<file path="src/rtl/mem_access_ctrl.sv">
// Load/store sequencer between the MEM stage and the data-memory port.
// Checks natural alignment, drives req/gnt/rvalid, lane-aligns stores and extends loads.
module mem_access_ctrl #(
    parameter int ADDR_W = 32
) (
    input  logic              clk,
    input  logic              rst,
    input  logic              req_valid,
    input  logic              req_we,
    input  logic [ADDR_W-1:0] req_addr,
    input  logic [63:0]       req_wdata,
    input  logic [1:0]        req_unit,
    input  logic              req_ext,
    output logic              stall,
    output logic              misalign,
    output logic              rsp_valid,
    output logic [63:0]       rsp_data,
    output logic              dmem_req,
    output logic              dmem_we,
    output logic [ADDR_W-1:0] dmem_addr,
    output logic [63:0]       dmem_wdata,
    output logic [7:0]        dmem_be,
    input  logic              dmem_gnt,
    input  logic              dmem_rvalid,
    input  logic [63:0]       dmem_rdata
);

    typedef enum logic [1:0] {
        IDLE = 2'd0,
        REQ  = 2'd1,
        WAIT = 2'd2,
        DONE = 2'd3
    } state_t;

    state_t      state;
    logic        lat_we;
    logic [2:0]  lat_off;
    logic [1:0]  lat_unit;
    logic        lat_ext;
    logic        misaligned;

    function automatic logic [63:0] store_lanes(input logic [63:0] w, input logic [1:0] unit);
        case (unit)
            2'd0:    store_lanes = {8{w[7:0]}};
            2'd1:    store_lanes = {4{w[15:0]}};
            2'd2:    store_lanes = {2{w[31:0]}};
            default: store_lanes = w;
        endcase
    endfunction

    function automatic logic [7:0] byte_en(input logic [1:0] unit, input logic [2:0] off);
        case (unit)
            2'd0:    byte_en = 8'h01 << off;
            2'd1:    byte_en = 8'h03 << off;
            2'd2:    byte_en = 8'h0F << off;
            default: byte_en = 8'hFF;
        endcase
    endfunction

    // Shift the addressed lane down to bit 0, then extend to 64 bits; DW ignores ext.
    function automatic logic [63:0] load_ext(input logic [63:0] rdata, input logic [2:0] off,
                                             input logic [1:0] unit, input logic ext);
        logic [63:0] s;
        s = rdata >> {off, 3'b000};
        case (unit)
            2'd0:    load_ext = ext ? {{56{s[7]}}, s[7:0]}   : {56'd0, s[7:0]};
            2'd1:    load_ext = ext ? {{48{s[15]}}, s[15:0]} : {48'd0, s[15:0]};
            2'd2:    load_ext = ext ? {{32{s[31]}}, s[31:0]} : {32'd0, s[31:0]};
            default: load_ext = s;
        endcase
    endfunction

    // Natural-alignment check on the incoming address.
    always_comb begin
        misaligned = 1'b0;
        case (req_unit)
            2'd1:    misaligned = req_addr[0];
            2'd2:    misaligned = |req_addr[1:0];
            2'd3:    misaligned = |req_addr[2:0];
            default: misaligned = 1'b0;
        endcase
    end

    assign stall    = ((state == IDLE) && req_valid && !misaligned) || (state == REQ) || (state == WAIT);
    assign misalign = (state == IDLE) && req_valid && misaligned;

    // Sequencer state, latched request fields and registered memory/response outputs.
    always_ff @(posedge clk) begin
        if (rst) begin
            state      <= IDLE;
            lat_we     <= 1'b0;
            lat_off    <= 3'd0;
            lat_unit   <= 2'd0;
            lat_ext    <= 1'b0;
            rsp_valid  <= 1'b0;
            rsp_data   <= 64'd0;
            dmem_req   <= 1'b0;
            dmem_we    <= 1'b0;
            dmem_addr  <= '0;
            dmem_wdata <= 64'd0;
            dmem_be    <= 8'd0;
        end else begin
            rsp_valid <= 1'b0;
            case (state)
                IDLE: begin
                    if (req_valid && !misaligned) begin
                        lat_we     <= req_we;
                        lat_off    <= req_addr[2:0];
                        lat_unit   <= req_unit;
                        lat_ext    <= req_ext;
                        dmem_req   <= 1'b1;
                        dmem_we    <= req_we;
                        dmem_addr  <= {req_addr[ADDR_W-1:3], 3'b000};
                        dmem_wdata <= store_lanes(req_wdata, req_unit);
                        dmem_be    <= req_we ? byte_en(req_unit, req_addr[2:0]) : 8'h00;
                        state      <= REQ;
                    end
                end
                REQ: begin
                    if (dmem_gnt) begin
                        dmem_req <= 1'b0;
                        dmem_we  <= 1'b0;
                        dmem_be  <= 8'h00;
                        if (lat_we) begin
                            rsp_valid <= 1'b1;
                            state     <= DONE;
                        end else begin
                            state <= WAIT;
                        end
                    end
                end
                WAIT: begin
                    if (dmem_rvalid) begin
                        rsp_data  <= load_ext(dmem_rdata, lat_off, lat_unit, lat_ext);
                        rsp_valid <= 1'b1;
                        state     <= DONE;
                    end
                end
                DONE: begin
                    state <= IDLE;
                end
                default: begin
                    state <= IDLE;
                end
            endcase
        end
    end

endmodule

</file>
<file path="config.mk">
export PLATFORM = sky130hd
export DESIGN_NAME = mem_access_ctrl
export DESIGN_NICKNAME = d
export VERILOG_FILES = /design/src/rtl/mem_access_ctrl.sv
export SDC_FILE = /design/constraint.sdc
export NUM_CORES = 1
export LEC_CHECK = 0
export ABC_AREA = 0
export BUFFER_PORTS_ARGS = -buffer_cell sky130_fd_sc_hd__buf_2
export CORE_ASPECT_RATIO = 1.4
export CORE_MARGIN = 8
export CORE_UTILIZATION = 35
export CTS_CLUSTER_SIZE = 24
export DETAILED_ROUTE_END_ITERATION = 7
export GPL_TIMING_DRIVEN = 0
export MAX_ROUTING_LAYER = met4
export PLACE_DENSITY = 0.58
export SETUP_SLACK_MARGIN = 0.2
export SKIP_LAST_GASP = 1
export SLEW_MARGIN = 20
export SYNTH_ARGS = -nofsm -noshare
export SYNTH_HDL_FRONTEND = slang
export SYNTH_SLANG_ARGS = --single-unit
export TNS_END_PERCENT = 5
</file>
<file path="constraint.sdc">
create_clock -name clk -period 5.2 [get_ports clk]
set_input_delay 1.3 -clock clk [delete_from_list [all_inputs] [get_ports clk]]
set_output_delay 1.3 -clock clk [all_outputs]
set_load 0.02 [all_outputs]
</file>
==> impl_metrics.toml <==
[status]
outcome = "finished clean"

[synth]
synth_top_area_share_pct = 39.13
yosys.area.top_type = "dfxtp_1"
synthTopCellsByCount = "nand2_1, dfxtp_1, nor2_1"
syn_inst = 1148
synth-seq-cells = 177
synth.most_common_cell = "nand2_1"
synth_area_leaders = "dfxtp_1, nand2_1, mux2i_1"
synth_edf_count = 0
synth_area_mm2 = 0.009056
synth_ff_type = "dfxtp_1"
synth.distinct_cells = 52
yosysWarnings = 0
synthArstFlopShare_pct = 0
synth.yosys.seq_area_share_pct = 39.13
syn_avg_cell_area_um2 = 7.889

[floorplan]
die_area_mm2 = 0.03135
initial_core_util_pct = 35.68
die_h_um = 206.3
fp-row-count = 69
io-pin-count = 342
coreArea_mm2 = 0.02538
die_x_um = 152.0

[sta]
setup_viol = 0
tightest_slew_ns = 1.034
fmax_mhz = 210.5
rsz0062_at_grt = "false"
fin_crit_sh_pct = 91.36
final.setup_skew_ns = 0.01008
hold_violations = 0
maxSlewViolCount = 0
final.min_clock_period_ns = 4.751
relSlewSlack_pct = 30.54
fin_ws_ns = 0.4494

[place]
pre_cts_slack_ns = -0.1160
gp_congestion = 0.9929
dp_cells = 1805
dp_hpwl_um = 32100
io_buffers = 336

[global_routing]
track_usage_pct = 25.07
grt_pass1_vias = 10090
grt-ovfl-total = 0
antenna_found_initial = 7
grt_first_pass_wirelength_um = 59010
grt_max_degree = 17

[cells_and_area]
final_nets = 1684
layout-drive-gt1-share_pct = 28.28
ff_latch_area_mm2 = 0.003543
final_cell_count_no_fill = 1844
syn2layout_area_growth_pct = 29.82
utilization_pct = 46.32
multi_input_area_mm2 = 0.005036
nFillCells = 2685

[setup_path]
crit_fanout = 10
path_buf_inv = 5
crit_required_ns = 3.90
slowest_stage = "clkbuf_2"
r2r_setup_slack_ns = 2.29
cp-start-kind = "primary input"
cp_cell_sequence = "buf_2 > clkbuf_2 > inv_1 > ha_1 > nor3_1 > nor2_1 > a21oi_1 > clkbuf_2 > or3_1 > buf_2"
worstSetupPathType = "primary input to primary output"
worst_ep_arrival_time_ns = 3.45
max_stage_delay_ns = 0.33
crit_family = "buffers and inverters"
endpoint_kind = "primary output"

[power]
power.leakage_uw = 0.004900
clkPwrFrac_pct = 26.5
p_per_area_mw_per_mm2 = 423.2
ir_drop_uv = 239.1
power_switching_uw = 1995
p_int_uw = 2981
power.share.combinational_pct = 38.7
pwr-share-seq_pct = 34.7
sw_frac_of_total_pct = 40.09

[hold_path]
hp-class = "register to register"

[detailed_routing]
wirelength_um = 39900
drt-pass1-iter-count = 6
met3_length_um = 2707
post_drt_via_cell_ratio = 5.348
highest_layer = "met4"
drc = 0
vias = 9862
drt_iter0_drc = 623
dr_wl_met2_um = 19980
wl_per_cell_um = 21.64
wl_met1_um = 15210
ant_nets = 0

[clocking]
clkLatencyLatePin_ns = 0.44
cts_root_buf = "clkbuf_16"
clkTransAtPathRegs_ns = 0.07
cts_tree = "done"
htree_num_levels = 4
cts.sinks = 177
cts_buffer_depth = 2
cts_setup_buffers = 0
cts_buffers = 17

[run]
drv_cap = 0
==> area by class of cell <==
class                      instances  area share [%]
inverter                           9          0.2874
sequential                       177           30.14
clock inverter                    10           1.096
clock buffer                      21           3.917
antenna                            8          0.1703
buffer                           102           3.853
timing repair buffer             336           14.30
multi-input combinational        862           42.84
tap                              319           3.395
==> per-stage QoR <==
step                      hold WS [ns]  TNS (ns)  power, uW  instance area, um^2
after floorplan                 0.4497         0       2964                 9064
after global placement          0.4365   -0.1129       3670                11140
after detailed placement        0.4423   -0.1160       3687                11140
after CTS                       0.4533         0       5004                11740
after global routing            0.4643         0       5232                11750
final                           0.4506         0       4976                11760
==> kinds of logic after synthesis <==
family                     Yosys count  synth area share, %
AOI/OAI and AO/OA                  281                21.14
adders and majority gates           10                1.382
buffers and inverters              111                5.347
DFF                                177                39.13
muxes                               73                9.340
other                                1              0.04141
and+or+nand+nor                    495                23.63
==> routing by layer <==
layer / vias to the layer above / GRT usage (%)
li1: 4735 / -
met1: 4577 / 26.57
met2: 444 / 42.81
met3: 106 / 5.767
met4: 0 / 14.04
met5: - / -
==> timing repair <==
action | in CTS | in global routing
gates resized for setup | 1 | 2
setup endpoints to repair | 1 | 1
hold buffers | 0 | 0
==> tightest hold or removal path: cells and delay by family (launching register included) <==
family,cells,cell delay (ns)
DFF,1,0.31
and+or+nand+nor,1,0.05
AOI/OAI and AO/OA,1,0.05
==> final timing paths <==
| check | start | to | depth (start not counted) |
|---|---|---|---|
| worst max-delay path | req_unit[1] | stall | 10 |
| worst min-delay path | dmem_addr[18]$_SDFFE_PP0P_ | dmem_addr[18]$_SDFFE_PP0P_ | 2 |
| worst max register to register | lat_off[1]$_SDFFE_PP0P_ | rsp_data[0]$_SDFFE_PP0P_ | 8 |
| worst min register to register | dmem_addr[18]$_SDFFE_PP0P_ | dmem_addr[18]$_SDFFE_PP0P_ | 2 |
==> power by group through the flow <==
stage	registers (uW)	logic [uW]	clock network, uW
2_1_floorplan	2020	944	0
5_1_grt	1760	2080	1390
4_1_cts	1730	1940	1340
3_5_place_dp	1760	1930	0
3_3_place_gp	1750	1920	0
6_report	1730	1930	1320
==> state kept, by name (all words and copies together), names as in the netlist <==
register,cells
state,2
lat_we,1
lat_unit,2
lat_ext,1
dmem_be,8
dmem_addr,29
lat_off,3
rsp_valid,1
dmem_req,1
dmem_we,1
rsp_data,64
dmem_wdata,64
==> cells in the final DEF (no fill, tap or decap), types with 24 or more instances in the layout <==
cell type	netlist	final
dfxtp_1	177	177
a21oi_1	94	94
nand2b_1	36	36
mux2i_1	53	53
a211oi_1	60	60
clkbuf_1	79	79
buf_2	11	347
o21ai_0	40	40
nand2_1	232	232
nand3_1	24	24
nor3_1	40	40
nor2_1	130	130
Note: power is estimated with default switching activity, not from simulation.
